--- config.mk ---
export PLATFORM = sky130hd
export DESIGN_NAME = uart_rx
export DESIGN_NICKNAME = d
export VERILOG_FILES = /design/src/rtl/uart_pkg.sv /design/src/rtl/sync_2ff.sv /design/src/rtl/uart_rx.sv
export SDC_FILE = /design/constraint.sdc
export NUM_CORES = 1
export LEC_CHECK = 0
export ABC_AREA = 0
export BUFFER_PORTS_ARGS = -buffer_cell sky130_fd_sc_hd__buf_2
export CORE_ASPECT_RATIO = 0.75
export CORE_UTILIZATION = 53
export CTS_CLUSTER_SIZE = 10
export DETAILED_ROUTE_END_ITERATION = 10
export PLACE_DENSITY = 0.74
export SLEW_MARGIN = 20
export SYNTH_ARGS = -nofsm -noshare
export SYNTH_HDL_FRONTEND = slang
export SYNTH_SLANG_ARGS = --single-unit
--- constraint.sdc ---
create_clock -name i_Clk -period 1.7 [get_ports i_Clk]
set_input_delay 0.51 -clock i_Clk [delete_from_list [all_inputs] [get_ports i_Clk]]
set_output_delay 0.51 -clock i_Clk [all_outputs]
set_load 0.005 [all_outputs]
--- src/rtl/uart_pkg.sv ---
// rtl/uart_pkg.sv - shared UART state encodings and default bit timing
package uart_pkg;

   localparam int DEFAULT_CLKS_PER_BIT = 217;

   typedef enum logic [2:0] {
      ST_IDLE,
      ST_START,
      ST_DATA,
      ST_STOP,
      ST_CLEANUP
   } uart_state_t;

endpackage

--- src/rtl/sync_2ff.sv ---
// rtl/sync_2ff.sv - two-flop synchronizer, resets to the idle-high line level
module sync_2ff (
   input  logic i_Clk,
   input  logic i_Rst,
   input  logic d,
   output logic q
);

   logic meta;

   always_ff @(posedge i_Clk) begin
      if (i_Rst) begin
         meta <= 1'b1;
         q    <= 1'b1;
      end else begin
         meta <= d;
         q    <= meta;
      end
   end

endmodule

--- src/rtl/uart_rx.sv ---
// rtl/uart_rx.sv - 8N1 UART receiver with mid-bit sampling and frame-error pulse
module uart_rx
   import uart_pkg::*;
#(
   parameter int CLKS_PER_BIT = DEFAULT_CLKS_PER_BIT
) (
   input  logic       i_Clk,
   input  logic       i_Rst,
   input  logic       i_RX_Serial,
   output logic       o_RX_DV,
   output logic [7:0] o_RX_Byte,
   output logic       o_Frame_Err
);

   localparam logic [15:0] BIT_LAST = 16'(CLKS_PER_BIT - 1);
   localparam logic [15:0] HALF_BIT = 16'((CLKS_PER_BIT - 1) / 2);

   logic        rx_s;
   uart_state_t state, state_n;
   logic [15:0] cnt, cnt_n;
   logic [2:0]  idx, idx_n;
   logic [7:0]  shift, shift_n;
   logic [7:0]  byte_n;
   logic        dv_n, ferr_n;
   logic        armed, armed_n;

   sync_2ff u_sync (
      .i_Clk (i_Clk),
      .i_Rst (i_Rst),
      .d     (i_RX_Serial),
      .q     (rx_s)
   );

   always_ff @(posedge i_Clk) begin
      if (i_Rst) begin
         state       <= ST_IDLE;
         cnt         <= '0;
         idx         <= '0;
         shift       <= '0;
         armed       <= 1'b1;
         o_RX_Byte   <= 8'h00;
         o_RX_DV     <= 1'b0;
         o_Frame_Err <= 1'b0;
      end else begin
         state       <= state_n;
         cnt         <= cnt_n;
         idx         <= idx_n;
         shift       <= shift_n;
         armed       <= armed_n;
         o_RX_Byte   <= byte_n;
         o_RX_DV     <= dv_n;
         o_Frame_Err <= ferr_n;
      end
   end

   always_comb begin
      state_n = state;
      cnt_n   = cnt;
      idx_n   = idx;
      shift_n = shift;
      armed_n = armed;
      byte_n  = o_RX_Byte;
      dv_n    = 1'b0;
      ferr_n  = 1'b0;

      case (state)
         ST_IDLE: begin
            cnt_n = '0;
            idx_n = '0;
            // after a framing error the line must go high before a start counts
            if (rx_s)
               armed_n = 1'b1;
            else if (armed)
               state_n = ST_START;
         end
         ST_START: begin
            if (cnt == HALF_BIT) begin
               cnt_n   = '0;
               state_n = rx_s ? ST_IDLE : ST_DATA;
            end else begin
               cnt_n = cnt + 16'd1;
            end
         end
         ST_DATA: begin
            if (cnt == BIT_LAST) begin
               cnt_n        = '0;
               shift_n[idx] = rx_s;
               idx_n        = idx + 3'd1;
               if (idx == 3'd7)
                  state_n = ST_STOP;
            end else begin
               cnt_n = cnt + 16'd1;
            end
         end
         ST_STOP: begin
            if (cnt == BIT_LAST) begin
               cnt_n   = '0;
               state_n = ST_CLEANUP;
               if (rx_s) begin
                  byte_n = shift;
                  dv_n   = 1'b1;
               end else begin
                  ferr_n  = 1'b1;
                  armed_n = 1'b0;
               end
            end else begin
               cnt_n = cnt + 16'd1;
            end
         end
         ST_CLEANUP: state_n = ST_IDLE;
         default:    state_n = ST_IDLE;
      endcase
   end

endmodule

==> results.cfg <==
[setup_path]
critPathRequiredTime_ns = 1.93
cpPeakStageDelay_ns = 0.48
arrival_ns = 1.94
r2r_start = cnt[0]
path_buf_inv = 1
cp_slowest_cell = or4_4
path_cells = inv_2 -> ha_4 -> and4b_1 -> and4_4 -> nor2b_4 -> or4_4 -> a21oi_2
end_kind = flop
start_kind = flop
worstRegToRegCells = 7
reg2reg_to = state[0]
cp_max_fo = 4
ff2ff_setup_slack_ns = -0.003
crit_type = reg -> reg
crit_family = simple AND/OR/NAND/NOR gates

[die]
core_um2 = 3423
die_w_um = 72.59
std_cell_rows = 18
start_util_pct = 57.86
io_pins = 13
die_height_um = 54.94
die_area_um2 = 3988

[detailed_routing]
drc = 0
routedWlPerCell_um = 13.72
wl_met3_um = 216
top_layer = met4
finalWirelength_mm = 4.253
dr.pass1.iters = 4
ant_nets = 0
drtIter0Drc = 139
drt-vias-per-instance = 5.416
num_vias = 1679
wl_met1_mm = 2.197
wl_met2_mm = 1.792

[placed_design]
io_buffer_count = 12
dp.final_hpwl_mm = 2.873
place_congestion = 0.8568

[sta]
fin_hold_ws_ns = 0.3923
max_freq_mhz = 587.3
hold_viol = 0
rsz0062_at_grt = yes
finalCritPeriodShare_pct = 100.2
timing.final.ws_setup_ns = -0.002617
tightestPinTransition_ns = 0.4651
worst_clock_skew_ns = 0.004190
fin_crit_ns = 1.703
slew_headroom_pct = 68.93
setup_violations = 1
setup_tns_ns = -0.002617
finalMaxSlewViolations = 0

[logic_synthesis]
synth-seq-cells = 43
yosys.area_share.adder_pct = 2.527
synthXorXnorAreaFrac_pct = 5.749
synth_edf_count = 0
synth_cell_type_count = 41
synth_top_family_by_area = simple AND/OR/NAND/NOR gates
syn_area_um2 = 1981
synth_most_common_cell = dfxtp_1
synthTopCellsByCount = 43 x dfxtp_1, 34 x nor2_1, 14 x mux2i_1
synth_top_area_share_pct = 43.46
synth_area_per_cell_um2 = 8.962
synthesis.nets = 228
ys_seq_area_share_pct = 43.46
ys.warnings.count = 0
netlist_instances = 221
synth_area_leaders = dfxtp_1 43%, mux2i_1 7.1%, nor2_1 6.4%
async_flop_share_pct = 0
synth_mux_area_share_pct = 7.075
synthSimpleGateAreaFrac_pct = 29.63
synth-main-ff-cell = dfxtp_1
synth-compound-area-share_pct = 7.265
synth_top_area_cell = dfxtp_1

[hold_path]
hold_start = i_RX_Serial
whs_path_depth = 2
min_to = u_sync.meta
holdCritPathClass = in -> reg

[clock_network]
clkLatencyLatePin_ns = 0.29
clk_root_buffer_cell = clkbuf_8
cts_tree = done
cts.sinks = 43
clk_pin_slew_ns = 0.08
cts.hold.buffers_added = 0
cts_buffer_depth = 2
h-tree-depth = 2
cts_buffers = 5

[grt]
grt_pass1_vias = 1385
grt_antenna_before_repair = 0
grt_pass1_wl_mm = 6.679
grt_overflow_total = 0
grt_max_degree = 17
grt_usage_pct = 23.13

[cells_and_area]
seq_area_um2 = 864.6
multiInputGateArea_um2 = 1135
nFillCells = 262
drive_gt1_share_pct = 30.38
num_antenna_cells = 0
final_util_pct = 72.44
finalNetCount = 266
area_growth_syn_to_layout_pct = 25.21

[run_status]
violations = setup timing
outcome = finished with violations

[power_and_ir_drop]
power_density_nw_per_um2 = 678.7
irDropWorstVdd_mv = 0.7375
leakage_nw = 1.049

[run]
max_cap_violations = 0
[cell families after synthesis]
kind of cell / Yosys count
XOR/XNOR: 13
AND/OR/NAND/NOR: 105
buffers and inverters: 20
adder cells (fa/ha/maj): 4
flip-flops: 43
AO/OA/AOI/OAI: 22
multiplexers: 14
[flip-flops by register name, indices dropped and copies added (netlist names)]
register and cells:
cnt 16, state 3, o_Frame_Err 1, u_sync.q 1, idx 3, shift 8
armed 1, o_RX_Byte 8, u_sync.meta 1, o_RX_DV 1
[cell type report]
cell class / count / area share, %
multi-input combinational: 158 / 45.76
sequential: 43 / 34.86
inverter: 8 / 1.211
clock buffer: 5 / 2.775
clock inverter: 3 / 0.6054
tap: 50 / 2.523
timing repair buffer: 43 / 12.26
[worst max path at each step]
stage / depth (start not counted) / end / slack (ns) / start
after global placement: 7 / o_RX_Byte[0] / -0.08 / cnt[0]
after CTS: 7 / state[0] / -0.04 / cnt[1]
after global routing: 6 / cnt[7] / -0.08 / cnt[11]
after detailed placement: 7 / o_RX_Byte[7] / -0.11 / cnt[1]
after floorplan: 9 / shift[7] / 0.01 / cnt[0]
final: 7 / state[0] / -0.003 / cnt[0]
[cells in the final DEF, fill, tap and decap left out, types with 5 or more instances in the layout]
cell,n
dfxtp_1,40
nor2_1,31
buf_4,28
mux2i_1,14
buf_2,12
xnor2_1,11
nand2_1,10
a21oi_1,9
nor2b_1,7
nor3_1,7
nand4_1,7
nand3_1,7
inv_1,6
nor3b_1,5
clkbuf_8,5
[stage by stage]
step | power [W] | worst slack, ns | instances | area, µm²
final | 0.001683 | -0.002617 | 310 | 2480
after global routing | 0.001758 | -0.08096 | 310 | 2480
after global placement | 0.001078 | -0.07707 | 298 | 2251
after detailed placement | 0.001078 | -0.1098 | 298 | 2251
after floorplan | 0.001063 | 0.01171 | 221 | 1981
after CTS | 0.001698 | -0.04060 | 309 | 2406
[metal layers]
metal  up-vias  track usage (%)
met5         -                0
met4         0            9.477
met3         7            5.978
met2        51            33.80
met1       775            32.62
li1        846                -
[repair_timing]
item,in CTS,in global routing
setup buffers,3,1
gates resized for setup,14,18
setup endpoints to repair,35,34
pin swaps,5,14
[where the power goes]
| group | switching, W | internal, W |
|---|---|---|
| Sequential | 0.00000386 | 0.00101 |
| Combinational | 0.0000287 | 0.0000197 |
| Clock | 0.000340 | 0.000281 |
Power figures use the tool's default switching activity.
